==> config.mk <==
export PLATFORM = sky130hd
export DESIGN_NAME = iram_loader
export DESIGN_NICKNAME = d
export VERILOG_FILES = /design/src/rtl/iram_loader_pkg.sv /design/src/rtl/iram_loader_gap_timer.sv /design/src/rtl/iram_loader.sv
export SDC_FILE = /design/constraint.sdc
export NUM_CORES = 1
export LEC_CHECK = 0
export CAP_MARGIN = 15
export CELL_PAD_IN_SITES_DETAIL_PLACEMENT = 0
export CELL_PAD_IN_SITES_GLOBAL_PLACEMENT = 2
export CORE_AREA = 4 4 180 182
export CTS_CLUSTER_SIZE = 12
export DETAILED_ROUTE_END_ITERATION = 8
export DIE_AREA = 0 0 184 186
export HOLD_SLACK_MARGIN = 0.15
export PLACE_DENSITY = 0.92
export SYNTH_ARGS = -nofsm -noshare
export SYNTH_HDL_FRONTEND = slang
export SYNTH_HIERARCHICAL = 1
export SYNTH_SLANG_ARGS = --single-unit
==> constraint.sdc <==
create_clock -name clk_i -period 3.1 [get_ports clk_i]
set_input_delay 0.31 -clock clk_i [delete_from_list [all_inputs] [get_ports clk_i]]
set_output_delay 0.31 -clock clk_i [all_outputs]
set_load 0.01 [all_outputs]
==> src/rtl/iram_loader_pkg.sv <==
// Shared types and constants for the IRAM loader.
// Frame: header, 4-byte LE base, 4-byte LE word count, LE data words.
package iram_loader_pkg;

    typedef enum logic [1:0] {
        IDLE,
        ADDR,
        LEN,
        DATA
    } loader_state_t;

    localparam logic [7:0] LOAD_HDR = 8'h5A;

endpackage

==> src/rtl/iram_loader_gap_timer.sv <==
// Inter-byte idle watchdog for the IRAM loader.
// Expires once GAP_CYCLES byte-less cycles have elapsed inside a frame.
module gap_timer
    import iram_loader_pkg::*;
#(
    parameter int GAP_CYCLES = 1000000
) (
    input  logic clk_i,
    input  logic rst_i,
    input  logic en_i,
    input  logic clr_i,
    output logic expire_o
);

    localparam int CW = $clog2(GAP_CYCLES + 1);
    localparam logic [CW-1:0] LIMIT = CW'(GAP_CYCLES);

    logic [CW-1:0] cnt_q;
    logic [CW-1:0] cnt_d;

    always_comb begin
        cnt_d = cnt_q;
        if (!en_i || clr_i) begin
            cnt_d = '0;
        end else if (cnt_q != LIMIT) begin
            cnt_d = cnt_q + 1'b1;
        end
    end

    always_ff @(posedge clk_i) begin
        if (rst_i) begin
            cnt_q <= '0;
        end else begin
            cnt_q <= cnt_d;
        end
    end

    // Not gated by clr_i: a byte landing on the expiry cycle still aborts.
    assign expire_o = en_i && (cnt_q == LIMIT);

endmodule

==> src/rtl/iram_loader.sv <==
// Host byte stream to IRAM word writer; holds the core in reset
// while a program image is being loaded.
module iram_loader
    import iram_loader_pkg::*;
#(
    parameter int XLEN       = 32,
    parameter int GAP_CYCLES = 1000000
) (
    input  logic            clk_i,
    input  logic            rst_i,
    input  logic            byte_valid_i,
    input  logic [7:0]      byte_data_i,
    output logic            iram_wr_en_o,
    output logic [XLEN-1:0] iram_wr_addr_o,
    output logic [XLEN-1:0] iram_wr_data_o,
    output logic            cpu_rst_o,
    output logic            done_o,
    output logic            err_o
);

    loader_state_t   state_q, state_d;
    logic [1:0]      bcnt_q, bcnt_d;
    logic [XLEN-1:0] base_q, base_d;
    logic [XLEN-1:0] n_q, n_d;
    logic [XLEN-1:0] idx_q, idx_d;
    logic [XLEN-1:0] shift_q, shift_d;
    logic [XLEN-1:0] addr_q, addr_d;
    logic [XLEN-1:0] data_q, data_d;
    logic            wr_en_q, wr_en_d;
    logic            done_q, done_d;
    logic            err_q, err_d;
    logic            cpu_rst_q;
    logic            expire;

    gap_timer #(
        .GAP_CYCLES(GAP_CYCLES)
    ) u_gap (
        .clk_i   (clk_i),
        .rst_i   (rst_i),
        .en_i    (state_q != IDLE),
        .clr_i   (byte_valid_i),
        .expire_o(expire)
    );

    always_comb begin
        state_d = state_q;
        bcnt_d  = bcnt_q;
        base_d  = base_q;
        n_d     = n_q;
        idx_d   = idx_q;
        shift_d = shift_q;
        addr_d  = addr_q;
        data_d  = data_q;
        wr_en_d = 1'b0;
        done_d  = 1'b0;
        err_d   = 1'b0;
        if (expire) begin
            state_d = IDLE;
            err_d   = 1'b1;
        end else if (byte_valid_i) begin
            unique case (state_q)
                IDLE: begin
                    if (byte_data_i == LOAD_HDR) begin
                        state_d = ADDR;
                        bcnt_d  = '0;
                    end
                end
                ADDR: begin
                    base_d = {byte_data_i, base_q[XLEN-1:8]};
                    bcnt_d = bcnt_q + 2'd1;
                    if (bcnt_q == 2'd3) begin
                        state_d = LEN;
                    end
                end
                LEN: begin
                    n_d    = {byte_data_i, n_q[XLEN-1:8]};
                    bcnt_d = bcnt_q + 2'd1;
                    idx_d  = '0;
                    if (bcnt_q == 2'd3) begin
                        if (base_q[1:0] != 2'b00) begin
                            err_d   = 1'b1;
                            state_d = IDLE;
                        end else if (n_d == '0) begin
                            done_d  = 1'b1;
                            state_d = IDLE;
                        end else begin
                            state_d = DATA;
                        end
                    end
                end
                DATA: begin
                    shift_d = {byte_data_i, shift_q[XLEN-1:8]};
                    bcnt_d  = bcnt_q + 2'd1;
                    if (bcnt_q == 2'd3) begin
                        wr_en_d = 1'b1;
                        addr_d  = base_q + {idx_q[XLEN-3:0], 2'b00};
                        data_d  = shift_d;
                        idx_d   = idx_q + 1'b1;
                        if (idx_d == n_q) begin
                            done_d  = 1'b1;
                            state_d = IDLE;
                        end
                    end
                end
                default: state_d = IDLE;
            endcase
        end
    end

    always_ff @(posedge clk_i) begin
        if (rst_i) begin
            state_q   <= IDLE;
            bcnt_q    <= '0;
            base_q    <= '0;
            n_q       <= '0;
            idx_q     <= '0;
            shift_q   <= '0;
            addr_q    <= '0;
            data_q    <= '0;
            wr_en_q   <= 1'b0;
            done_q    <= 1'b0;
            err_q     <= 1'b0;
            cpu_rst_q <= 1'b0;
        end else begin
            state_q   <= state_d;
            bcnt_q    <= bcnt_d;
            base_q    <= base_d;
            n_q       <= n_d;
            idx_q     <= idx_d;
            shift_q   <= shift_d;
            addr_q    <= addr_d;
            data_q    <= data_d;
            wr_en_q   <= wr_en_d;
            done_q    <= done_d;
            err_q     <= err_d;
            cpu_rst_q <= (state_d != IDLE);
        end
    end

    assign iram_wr_en_o   = wr_en_q;
    assign iram_wr_addr_o = addr_q;
    assign iram_wr_data_o = data_q;
    assign cpu_rst_o      = cpu_rst_q;
    assign done_o         = done_q;
    assign err_o          = err_q;

endmodule

Word-level counts from Yosys, hierarchy flattened
Cells that the tools add are included.
Operators by class
  add/subtract/negate cells: 4
  equality and inequality tests: 10
  mux-type cells: 26
  bitwise gates (word level): 3
  reduce and logical (&&, ||, !) cells: 19
Operators by type and width (number)
  $pmux 32 s2: 1
  $add 32x1->32 const B: 1
  $add 32x32->32: 1
  $eq 32x32->1: 1
  $logic_not 32->1: 1
  $mux 32: 1
  $add 20x1->20 const B: 1
  $eq 20x20->1 const B: 1
  $mux 2: 10
  $ne 20x20->1 const B: 1
  $reduce_and 3->1: 4
  $mux 1: 11
  $eq 8x7->1 const B: 1
  $pmux 2 s4: 1
  $reduce_and 4->1: 2
  $reduce_bool 2->1: 4
  $eq 2x2->1 const B: 3
  $reduce_or 3->1: 2
  $ne 2x2->1 const B: 2
  $pmux 2 s2: 1
  $reduce_or 4->1: 1
  $not 1->1: 3
  $add 2x1->2 const B: 1
  $eq 2x1->1 const B: 1
  other kinds (6): 6
Storage, ports and cells
  bits in registers: 220
  output and inout bits: 68

Depth between registers and ports, before layout
  depth after elaboration: 8
  mapped depth: 12
  mapped depth without buffers: 12

Hierarchy
The synthesis kept the hierarchy.
By module, submodules not included
  iram_loader: instances 1, cells an instance 1267, area each 9694.3 sq um, sequential area each 3843.7 sq um
  gap_timer: instances 1, cells an instance 117, area each 1012.2 sq um, sequential area each 400.4 sq um

Least setup slack after synthesis
OpenSTA, ideal clock, no wires.
  path type: register -> register
  start point: reg idx_q[0]
  end point: reg addr_q[30] (netlist: iram_wr_addr_o[30])
  library setup time: 0.128 ns
  arrival: 2.711 ns
  path slack: 0.261 ns
  stages on the path, launching flop included: 13
  buffers on the path: 0
  clock period less this slack: 2.839 ns
  path through: dfxtp_1 ha_1 inv_1 fa_1 nor2b_1 o2111ai_1 nand3_1 a31oi_1 o21ai_0 a211oi_1 o41ai_1 xnor2_1 o21ai_0
Between the ends
  longest elaborated chain between the ends: 1
RTL lines
  start, declared: RTL line iram_loader.sv:25  | logic [XLEN-1:0] idx_q, idx_d;
  start signal, assigned: RTL line iram_loader.sv:129  | idx_q <= idx_d;
  $add 32x32->32: RTL line iram_loader.sv:96  | addr_d = base_q + {idx_q[XLEN-3:0], 2'b00};
  end signal, assigned: RTL line iram_loader.sv:131  | addr_q <= addr_d;
  end, declared: RTL line iram_loader.sv:27  | logic [XLEN-1:0] addr_q, addr_d;
Every way passes these cells.
A chain may end at the register's enable or synchronous reset.

Final worst setup path
  start point: reg idx_q[5]
  end point: reg cpu_rst_q (netlist: cpu_rst_o)
Between the ends
  longest elaborated chain between the ends: 8
RTL lines
  $add 32x1->32: RTL line iram_loader.sv:98  | idx_d = idx_q + 1'b1;
  $eq 32x32->1: RTL line iram_loader.sv:99  | if (idx_d == n_q) begin
  $mux 2: RTL line iram_loader.sv:99
  $mux 2: RTL line iram_loader.sv:94  | if (bcnt_q == 2'd3) begin
  $pmux 2 s4: RTL line iram_loader.sv:61  | unique case (state_q)
  $mux 2: RTL line iram_loader.sv:60  | end else if (byte_valid_i) begin
  $mux 2: RTL line iram_loader.sv:57  | if (expire) begin
  $reduce_bool 2->1: RTL line iram_loader.sv:136  | cpu_rst_q <= (state_d != IDLE);
  end signal, assigned: RTL line iram_loader.sv:136
  end, declared: RTL line iram_loader.sv:32  | logic cpu_rst_q;
Every way passes these cells.

==> results by group <==
Critical path
  • Worst Setup End Kind: flop
  • Crit path max fanout: 8
  • Critical path launch point type: flop
  • Worst Path Arrival: 3.39 ns
  • CP required: 3.53 ns
  • Critical path class: flop to flop

Logic synthesis
  • Sequential fraction of the synthesis area: 39.6%
  • Yosys cell types: 71
  • Syn Inst Count: 1,384
  • Mapped Area: 10,700 µm²
  • Ys async rst share: 0%
  • Post-synth EDFFs: 0
  • Mapped Nets: 1,429
  • Synth warnings: 6
  • Flops & latches, synth: 212
  • Mean Syn Cell Area: 7.74 µm²
  • Main flop type after synthesis: dfxtp_1

Place
  • Pre-CTS setup slack: 0.0712 ns
  • Gpl congestion: 0.911
  • DP HPWL: 23.4 mm
  • Port Buffers: 78

Layout
  • Layout cell share with drive strength beyond 1: 12.4%
  • Most common cell after layout, fill and taps aside: nand2_1
  • # diodes: 0
  • Fill cells: 3,125
  • Layout Nets: 1,552
  • Layout area overhead: 25.3%
  • Commonest cells after routing, fill and taps aside: 342 x nand2_1, 211 x dfxtp_1, 189 x a21oi_1, 90 x buf_4, 77 x clkdlybuf4s50_1

STA
  • PnR worst setup slack: 0.136 ns
  • Fmax achieved: 337 MHz
  • Hold Violations, Final: 0
  • Final Cycle Share: 95.6%
  • Fin. max-slew vios: 0
  • Worst slew margin relative to its limit: 50.3%
  • Final setup fails: 0
  • Post-route setup TNS: 0 ns
  • Pin slew with the least headroom to its limit: 0.745 ns
  • RSZ-0062 raised after global routing: false
  • Clock Skew: 0.00674 ns
  • Crit path time final: 2.96 ns

Die
  • Area of the core: 30,600 µm²
  • Die Wd: 184 µm
  • Area of the die: 34,200 µm²
  • Starting Density: 35.0%
  • IO Count: 79
  • Die Ht: 186 µm
  • Cell Rows: 64

GRT
  • Total GRT Usage: 18.9%
  • Largest net degree at the start of global routing: 154
  • Vias in the first global route: 9,733
  • Grt total ovfl: 0
  • Initial antenna violation count: 0
  • First-pass GRT wire length: 53.0 mm

Routing
  • DRC: 0
  • Iter 0 DRT Violations: 652
  • Final wirelength: 32.8 mm
  • WL/cell: 17.0 µm
  • DR vias: 10,200
  • Vias per std cell: 5.30
  • Post-DRT Antenna Nets: 0
  • DRT Pass-1 Iters: 5

Flow run
  • Maxcap violations: 0

Clock network
  • Clock Pin Slew Worst Setup and Hold Paths: 0.06 ns
  • Worst-Skew Late Latency: 0.54 ns
  • Htree depth: 1
  • TritonCTS clock tree: done
  • Clk root buf: clkbuf_16
  • CTS buffer count: 27
  • Clock Sinks: 212
  • Maximum buffer depth of the clock tree: 3

Status
  • Status: finished, final reports clean

Pwr
  • Max VDD drop: 0.449 mV
  • Clock network fraction of design power: 53.3%
  • Comb power frac: 1.6%
  • Sequential Power Share: 45.1%
  • Sw Share: 21.7%
  • NetSw: 1.31 mW
  • Power density over the cells: 451 nW/µm²
  • Pleak: 4.87 nW
  • P_int: 4.73 mW

Min path
  • Worst Hold Class: flop to flop
worst paths after layout:
check                                                     from                        endpoint  slack (ns)  cells after the start
worst min register to register  iram_wr_addr_o[8]$_SDFFE_PP0P_  iram_wr_addr_o[8]$_SDFFE_PP0P_        0.45                      2
worst max-delay path                     idx_q[5]$_SDFFE_PP0P_            cpu_rst_o$_SDFF_PP0_        0.14                     11
worst min-delay path            iram_wr_addr_o[8]$_SDFFE_PP0P_  iram_wr_addr_o[8]$_SDFFE_PP0P_        0.45                      2
worst max register to register           idx_q[5]$_SDFFE_PP0P_            cpu_rst_o$_SDFF_PP0_        0.14                     11
cell type report:
class	count	area, µm²	share of cell area [%]
Clock inverter	14	170	1.27
Inverter	24	90.1	0.672
Clock buffer	36	759	5.66
Multi-Input combinational cell	1070	6120	45.6
Timing Repair Buffer	172	1540	11.5
Tap cell	396	495	3.69
Sequential cell	212	4250	31.6
registers in the layout (all words and copies together) (netlist names):
| name | cells |
|---|---|
| state_q | 2 |
| iram_wr_data_o | 32 |
| iram_wr_en_o | 1 |
| base_q | 32 |
| n_q | 32 |
| done_o | 1 |
| idx_q | 32 |
| cpu_rst_o | 1 |
| bcnt_q | 2 |
| u_gap/cnt_q | 20 |
| iram_wr_addr_o | 32 |
| shift_q | 24 |
| err_o | 1 |
per-stage QoR:
step / instance area (µm²) / util [%] / power (mW) / cells / hold WS (ns)
floorplan: 10700 / - / 2.83 / 1384 / 0.432
global placement: 12400 / 40.6 / 2.88 / 1871 / 0.439
detailed placement: 12400 / 40.6 / 2.88 / 1871 / 0.444
CTS: 13400 / 43.7 / 6.14 / 1922 / 0.450
global route: 13400 / 43.9 / 6.26 / 1924 / 0.470
finish: 13400 / 43.9 / 6.05 / 1924 / 0.446
per-layer routing:
metal  vias up  share of wire [%]  global-route usage, %
met5         -                  0                      0
met4         0                2.1                   4.05
met3        51                5.5                   3.09
met2       227                 46                   31.6
met1      4833                 46                   25.9
li1       5085                  -                      -
power by group through the flow:
stage,Combinational [mW],Clock (mW),Sequential [mW]
after CTS,0.0953,3.32,2.73
after global routing,0.101,3.44,2.72
after detailed placement,0.0940,0,2.79
after floorplan,0.0402,0,2.79
final,0.0950,3.22,2.73
after global placement,0.0940,0,2.79
kinds of logic (layout without fill, tap and decap cells):
group,count (synthesis),after routing,share of synthesized area [%]
flip-flops,212,212,39.6
AO/OA/AOI/OAI,351,351,18.9
multiplexers,6,6,0.573
AND/OR/NAND/NOR,596,596,26.4
buffers and inverters,102,246,3.72
adder cells (fa/ha/maj),34,34,4.04
XOR/XNOR,83,83,6.79
critical path, cell delays in order, from the launching register on:
cell and delay [ns]:
dfxtp_1 0.49, nand4_4 0.25, nor3_2 0.28, buf_4 0.17, nand4_1 0.24, xnor2_1 0.22, nor3_2 0.23, nand3_1 0.12
nor4_1 0.26, buf_4 0.17, a211oi_1 0.08, a311o_1 0.33
synth_stat cells, drive strengths merged (7+ instances only):
master  count  share of area (%)
and4        7               0.60
nand4      29                2.3
a21oi     189                8.8
and3       15               0.89
o21ai      75                3.6
nor3       23                1.2
and2        9               0.53
clkbuf     68                2.4
nand2b      7               0.41
nor2       74                2.6
buf        10               0.47
xnor2      50                4.1
a31oi      14               0.82
xor2       33                2.7
dfxtp     212                 40
nand3      37                1.8
ha         33                3.9
a211oi     14               0.98
nand2     343                 12
inv        24               0.84
or3        14               0.92
o31ai      15                1.1
nor4       16                1.4
what timing repair did:
action                                  in CTS  in global routing
setup buffers                                0                  2
hold buffers                                 1                  0
endpoints found under the setup margin       0                  6
resized for setup                            0                  8
endpoints found under the hold margin        2                  0
No activity file was read; power rests on OpenSTA's default activity.
